**src/rtl/piso_tx.sv**
```systemverilog
// -----------------------------------------------------------------------------
// piso_tx : parallel-in, serial-out word transmitter
//
// Accepts a WIDTH-bit word over a valid/ready handshake. It shifts the word out
// one bit per clock, LSB first. Each bit comes with a valid strobe, and the
// final bit of the frame also carries a last marker. GAP idle cycles can be
// forced between frames. When GAP is 0, a new word can be taken in the final
// bit cycle, so frames run back-to-back.
//
// Every output is driven straight from a flop. Each output flop is loaded from
// the decode of the next state. As a result, the outputs always describe the
// state the block is in, and no combinational path runs from I_VALID to any
// output.
//
// Ports
//   CLK       in   system clock, rising edge
//   RESETN    in   asynchronous active-low reset
//   I         in   [WIDTH-1:0] parallel word to transmit
//   I_VALID   in   I holds a word to send
//   I_READY   out  block can accept a word this cycle
//   SO        out  serial data bit
//   SO_VALID  out  SO carries a valid bit this cycle
//   SO_LAST   out  SO is bit WIDTH-1 of the current frame
//   BUSY      out  a frame (shift or inter-frame gap) is in progress
// -----------------------------------------------------------------------------
module piso_tx #(
  parameter int WIDTH = 5,
  parameter int GAP   = 0
) (
  input  logic             CLK,
  input  logic             RESETN,
  input  logic [WIDTH-1:0] I,
  input  logic             I_VALID,
  output logic             I_READY,
  output logic             SO,
  output logic             SO_VALID,
  output logic             SO_LAST,
  output logic             BUSY
);

  localparam int CNT_W = (WIDTH > 1) ? $clog2(WIDTH) : 1;
  localparam int GAP_W = 4;

  localparam logic [CNT_W-1:0] CNT_LAST = CNT_W'(WIDTH - 1);
  // GAP_LAST is only consulted when GAP > 0. The guard keeps the constant
  // legal when GAP is 0.
  localparam logic [GAP_W-1:0] GAP_LAST = GAP_W'((GAP > 0) ? (GAP - 1) : 0);

  localparam logic [1:0] ST_IDLE  = 2'd0;
  localparam logic [1:0] ST_SHIFT = 2'd1;
  localparam logic [1:0] ST_GAP   = 2'd2;

  logic [1:0]       state_q,    state_d;
  logic [WIDTH-1:0] shreg_q,    shreg_d;
  logic [CNT_W-1:0] cnt_q,      cnt_d;
  logic [GAP_W-1:0] gap_q,      gap_d;
  logic             so_q,       so_d;
  logic             so_valid_q, so_valid_d;
  logic             so_last_q,  so_last_d;
  logic             busy_q,     busy_d;
  logic             i_ready_q,  i_ready_d;

  logic             accept;

  // Next-state logic
  always_comb begin
    state_d = state_q;
    shreg_d = shreg_q;
    cnt_d   = cnt_q;
    gap_d   = gap_q;

    // The handshake uses the registered ready. I_VALID only steers flop inputs.
    accept = I_VALID && i_ready_q;

    case (state_q)
      ST_IDLE: begin
        if (accept) begin
          shreg_d = I;
          cnt_d   = '0;
          state_d = ST_SHIFT;
        end
      end

      ST_SHIFT: begin
        if (cnt_q == CNT_LAST) begin
          if (GAP > 0) begin
            state_d = ST_GAP;
            gap_d   = '0;
            shreg_d = '0;
            cnt_d   = '0;
          end else if (accept) begin
            // Back-to-back frame: the next word loads while the last bit
            // of the current frame is on the wire.
            shreg_d = I;
            cnt_d   = '0;
          end else begin
            state_d = ST_IDLE;
            shreg_d = '0;
            cnt_d   = '0;
          end
        end else begin
          shreg_d = shreg_q >> 1;
          cnt_d   = cnt_q + CNT_W'(1);
        end
      end

      ST_GAP: begin
        if (gap_q == GAP_LAST) begin
          state_d = ST_IDLE;
          gap_d   = '0;
        end else begin
          gap_d = gap_q + GAP_W'(1);
        end
      end

      default: begin
        state_d = ST_IDLE;
        shreg_d = '0;
        cnt_d   = '0;
        gap_d   = '0;
      end
    endcase
  end

  // Output decode of the next state, registered alongside it
  always_comb begin
    so_valid_d = (state_d == ST_SHIFT);
    so_d       = so_valid_d && shreg_d[0];
    so_last_d  = so_valid_d && (cnt_d == CNT_LAST);
    busy_d     = (state_d != ST_IDLE);
    // Ready is asserted in IDLE, and also in the final bit cycle when no gap
    // is enforced.
    i_ready_d  = (state_d == ST_IDLE) || (so_last_d && (GAP == 0));
  end

  // State and output registers
  always_ff @(posedge CLK or negedge RESETN) begin
    if (!RESETN) begin
      state_q    <= ST_IDLE;
      shreg_q    <= '0;
      cnt_q      <= '0;
      gap_q      <= '0;
      so_q       <= 1'b0;
      so_valid_q <= 1'b0;
      so_last_q  <= 1'b0;
      busy_q     <= 1'b0;
      i_ready_q  <= 1'b0;
    end else begin
      state_q    <= state_d;
      shreg_q    <= shreg_d;
      cnt_q      <= cnt_d;
      gap_q      <= gap_d;
      so_q       <= so_d;
      so_valid_q <= so_valid_d;
      so_last_q  <= so_last_d;
      busy_q     <= busy_d;
      i_ready_q  <= i_ready_d;
    end
  end

  assign I_READY  = i_ready_q;
  assign SO       = so_q;
  assign SO_VALID = so_valid_q;
  assign SO_LAST  = so_last_q;
  assign BUSY     = busy_q;

endmodule

```
**config.mk**
```make
export PLATFORM = sky130hd
export DESIGN_NAME = piso_tx
export DESIGN_NICKNAME = d
export VERILOG_FILES = /design/src/rtl/piso_tx.sv
export SDC_FILE = /design/constraint.sdc
export NUM_CORES = 1
export LEC_CHECK = 0
export CORE_MARGIN = 1
export CORE_UTILIZATION = 30
export CTS_BUF_LIST = sky130_fd_sc_hd__clkbuf_8 sky130_fd_sc_hd__clkbuf_16
export DETAILED_ROUTE_END_ITERATION = 6
export PLACE_DENSITY = 0.57
export SLEW_MARGIN = 10
export SYNTH_ARGS = -nofsm -noshare
export SYNTH_HDL_FRONTEND = slang
export SYNTH_SLANG_ARGS = --single-unit
```
**constraint.sdc**
```tcl
create_clock -name CLK -period 2.3 [get_ports CLK]
set_input_delay 0.575 -clock CLK [delete_from_list [all_inputs] [get_ports CLK]]
set_output_delay 0.575 -clock CLK [all_outputs]
set_load 0.1 [all_outputs]
```
## After elaboration in Yosys (flattened, before gate mapping)

Cells that the tools add are included.

- $add $sub $neg: 2
- Equality and inequality tests: 6
- Multiplexer cells: 14
- Bitwise operators: 1
- Reductions and logical operators: 10

Operators by type and width:

| cell | number |
|---|---|
| $mux 5 | 3 |
| $pmux 5 s3 | 1 |
| $pmux 3 s3 | 1 |
| $mux 2 | 4 |
| $pmux 4 s2 | 1 |
| $eq 3x3->1 const B | 2 |
| $mux 3 | 2 |
| $pmux 2 s3 | 1 |
| $add 4x1->4 const B | 1 |
| $eq 2x1->1 const B | 2 |
| $logic_not 2->1 | 2 |
| $logic_not 4->1 | 1 |
| $mux 4 | 1 |
| $add 3x1->3 const B | 1 |
| $logic_and 1x1->1 | 3 |
| $eq 2x2->1 const B | 1 |
| $ne 2x2->1 const B | 1 |
| $reduce_and 2->1 | 1 |
| $reduce_bool 2->1 | 1 |
| $reduce_or 2->1 | 1 |
| $logic_or 1x1->1 | 1 |
| $not 1->1 | 1 |

- Flip-flop bits (word level): 19
- Input bits: 8
- Output and inout port bits: 5
- Logic and storage cells: 43

## Logic depth before layout (Yosys ltp)

- Depth in word-level cells: 7
- Gate-level depth with buffers: 6
- Gate-level depth less buffers: 6

## Worst setup path before layout

No wires, ideal clock.

- Kind: register to register
- Start: register i_ready_q (netlist: I_READY)
- End: register i_ready_q (netlist: I_READY)
- Library setup time: 0.092 ns
- Arrival time: 1.764 ns
- Data required time: 2.208 ns
- Slack: 0.445 ns
- Cell stages (with the launch flop): 5
- Buffers on the path: 0
- Period minus slack after synthesis: 1.855 ns
- Path through: dfrtp_1 -> nand3b_4 -> nor2b_4 -> mux2_4 -> o31ai_2

- Elaborated cells on any way between the ends: 12
- Those cells by class: eq/ne (2); mux (6); reduce/logical (4)

RTL lines:

| what | line | RTL |
|---|---|---|
| from (decl) | 61 | `logic i_ready_q, i_ready_d;` |
| from (signal assigned) | 157 | `i_ready_q <= i_ready_d;` |
| $logic_and 1x1->1 | 73 | `accept = I_VALID && i_ready_q;` |
| $mux 3 | 77 | `if (accept) begin` |
| $pmux 3 s3 | 75 | `case (state_q)` |
| net cnt_d[0] | 55 | `logic [CNT_W-1:0] cnt_q, cnt_d;` |
| $eq 3x3->1 | 129 | `so_last_d = so_valid_d && (cnt_d == CNT_LAST);` |
| $logic_and 1x1->1 | 129 |  |
| $logic_or 1x1->1 | 133 | `i_ready_d = (state_d == ST_IDLE) \|\| (so_last_d && (GAP == 0));` |
| net i_ready_d | 61 |  |

The timed path passes the listed nets, and every way through them passes these cells.
A chain may end at the register's enable or synchronous reset.

## Worst setup path after layout

- Start: input I_VALID
- End: register i_ready_q (netlist: I_READY)

- Elaborated cells on any way between the ends: 12
- Those cells by class: eq/ne (2); mux (6); reduce/logical (4)

RTL lines:

| what | line | RTL |
|---|---|---|
| from (decl) | 33 | `input logic I_VALID,` |
| $logic_and 1x1->1 | 73 |  |
| $mux 3 | 77 |  |
| $pmux 3 s3 | 75 |  |
| net cnt_d[0] | 55 |  |
| $eq 3x3->1 | 129 |  |
| $logic_and 1x1->1 | 129 |  |
| $logic_or 1x1->1 | 133 |  |
| net i_ready_d | 61 |  |

The timed path passes the listed nets, and every way through them passes these cells.

==> metrics.md <==
| Metric | Value |
|---|---|
| Leakage power | `between 0.0005 and 0.0006 uW` |
| Floorplan Core Area | `0.00259 mm^2` |
| Syn avg cell area | `11.4 um^2` |
| Total CTS buffers | `3` |
| EDFF count, synth | `0` |
| Yosys reg bits | `18` |
| Fin crit share | `0.740` |
| Slew @ Worst Pin | `352 ps` |
| Synthesized cell area | `853 um^2` |
| Initial antenna violation count | `0` |
| Switching part of the total | `0.464` |
| Async SR Flop Fraction | `1.00` |
| Setup slack after layout | `between 500 and 600 ps` |
| Commonest cells after routing, fill and taps aside | `dfrtp_1 (18), nand2_1 (11), inv_1 (7), clkdlybuf4s50_1 (7), buf_4 (6)` |
| Cell Pwr Density | `1320 mW/mm^2` |
| Max-slew violation count | `0` |
| Mux contribution to synthesized area | `0.0411` |
| Clk sinks | `18` |
| Worst hold endpoint | `shreg_q[2]` |
| Comb pwr share | `0.504` |
| Seq/Total Area, Yosys | `0.528` |
| Post-CTS setup buffers | `0` |
| Hold Buf Count CTS | `0` |
| Worst Hold Class | `register to register` |
| Hold Vio Cnt, Final | `0` |
| Synth Instances | `75` |
| Layout area overhead | `22.7%` |
| Max capacitance violation total | `0` |
| Longest Clk Path Bufs | `2` |
| Number of global-route vias before repair | `between 500 and 600` |
| H-tree depth | `1` |
| Crit. End Element | `register` |
| Post-route DRC | `0` |
| Slowest library cell on the worst path | `clkdlybuf4s50_1` |
| Xor/xnor cell area share of the yosys netlist | `0` |
| Clock latency on the worst-skew pair | `250 ps` |
| ANT cells | `0` |
| Setup Viol. Count Final | `0` |
| Area of the multi-input gates | `377 um^2` |
| Fill cells | `between 200 and 300` |
| Worst-path clk slew | `around 60 ps` |
| CTS root buf | `clkbuf_8` |
| Slew Limit Headroom | `0.764` |
| Post-synthesis simple-gate area fraction | `0.163` |
| Status | `finished clean` |
| Largest net degree at the start of global routing | `19` |
| Worst Hold Path Cells | `2` |
| GRT overflow | `0` |
| Flop2flop setup slack | `slightly below 900 ps` |
| Post-DP Area | `roughly 0.001 mm^2` |
| Vert. Die Dim | `55.3 um` |
| Syn. warnings | `0` |
| Number of placed I/O pins | `13` |
| Port buffer count | `12` |
| First-pass GRT wire length | `2530 um` |
| WS Path Type | `primary input to register` |
| Skew final | `1.75 ps` |
| Reg2reg path depth | `5` |
| Std-Cell Rows | `18` |
| Layout cells sized above 1 | `0.198` |
| Vias after detailed routing | `587` |
| Sequential power share | `0.343` |
| Clock network fraction of design power | `0.152` |
| Avg WL per Cell | `12.0 um` |
| CTS tree | `done` |
| Worst path max stage delay | `520 ps` |
| Largest family of logic cells by synthesized area | `compound AO/OA/AOI/OAI gates` |
| Initial core utilization | `0.329` |
| RD Place Congestion | `0.739` |
| Drt total wl | `around 1400 um` |
| Total internal power | `742 uW` |
| GR Util All Layers | `0.107` |
| Sw Pwr | `between 600 and 700 uW` |
| Crit start category | `primary input` |
| Hold Crit Start | `shreg_q[3]` |
| Commonest non-fill, non-tap cell in the layout | `dfrtp_1` |
| Post-synthesis compound-gate area fraction | `0.179` |
| DR vias/cell | `4.85` |
| Main synth FF type | `dfrtp_1` |
| Final instance area | `0.00105 mm^2` |
| # resized after CTS | `0` |
| Setup_tns | `0 ps` |
| Fmax | `588 MHz` |
| Register area | `450 um^2` |
| Dpl ws | `334 ps` |
| Post-synth net total | `87` |
| Fin crit period | `1700 ps` |
| Fin nets | `105` |
| DRT iter0 DRCs | `5` |
| Area of the die | `0.00306 mm^2` |
| Final ANT Viol Nets | `0` |
| Crit path required time | `2460 ps` |
| Reg-to-reg startpoint | `cnt_q[0]` |
| Synth cell types | `29` |
| RSZ-0062 raised after global routing | `no` |
| Worst r2r dst | `I_READY` |
| Worst-path cell chain | `clkdlybuf4s50_1 > nand3b_4 > nor2b_4 > mux2_4 > o31ai_2` |
| Width of the chip | `55.3 um` |
| VDD IR-drop max | `about 650 uV` |
| Pre-antenna DRT Iters | `4` |
| Adder-cell area share of the yosys netlist | `0.0587` |
| Crit path DAT | `1870 ps` |
| Crit-path max FO | `5` |
## logic make-up (layout without fill, tap and decap cells)
family,count (synthesis),count (layout)
AND/OR/NAND/NOR,24,24
flip-flops,18,18
buffers and inverters,7,23
AO/OA/AOI/OAI,19,19
adder cells (fa/ha/maj),4,4
multiplexers,3,3
## power groups by stage
| stage | logic (uW) | registers (uW) | clock network [uW] |
|---|---|---|---|
| finish | 699 | 476 | 211 |
| global route | 758 | 488 | 233 |
| CTS | 705 | 476 | 222 |
| detailed placement | 702 | 482 | 0 |
| global placement | 696 | 484 | 0 |
| floorplan | 300 | 732 | 0 |
## how the worst max path moves through the flow
| stage | from | end | cells after the start |
|---|---|---|---|
| after floorplan | I_READY | I_READY | 4 |
| after global placement | I_VALID | I_READY | 5 |
| after detailed placement | I_VALID | I_READY | 5 |
| after CTS | I_VALID | I_READY | 5 |
| after global routing | I_VALID | I_READY | 5 |
| final | I_VALID | I_READY | 5 |
## worst max-delay path, delay by kind of cell
family | cells | cell delay (ps)
mux | 1 | 290
buf+inv | 1 | 520
simple gates | 2 | 250
compound gates | 1 | 220
## synth_stat cells (all sizes together), types with 2 or more instances
cell type / count / share of area
a22o: 2 / 0.021
a22oi: 3 / 0.026
dfrtp: 18 / 0.53
ha: 4 / 0.059
inv: 7 / 0.031
mux2i: 2 / 0.023
nand2: 11 / 0.048
nand2b: 3 / 0.022
nor2: 3 / 0.013
nor2b: 2 / 0.026
o21ai: 5 / 0.034
o21ba: 2 / 0.023
## routing by layer
metal	vias up	global-route usage	share of wire
met1	282	0.138	0.51
met5	-	0	0
li1	292	-	-
met3	2	0.0304	0.037
met4	0	0.0750	0.019
met2	11	0.153	0.43
## metrics by stage
stage,utilization,std cells,hold WS [ps],total power [uW]
after floorplan,-,75,279,1030
after global placement,0.388,118,455,1180
after detailed placement,0.388,118,455,1180
after CTS,0.404,121,469,1400
after global routing,0.404,121,513,1480
final,0.404,121,466,1390
## final cells by class
type	instances	area share
sequential	18	0.430
timing repair buffer	13	0.110
tap	30	0.0358
multi-input combinational	50	0.360
inverter	7	0.0251
clock buffer	3	0.0394
## registers in the layout, summed over array words and instances, names as in the netlist
name      cells
SO_VALID      1
gap_q         4
SO            1
SO_LAST       1
state_q       2
BUSY          1
shreg_q       4
I_READY       1
cnt_q         3
Note: power is estimated with default switching activity, not from simulation.
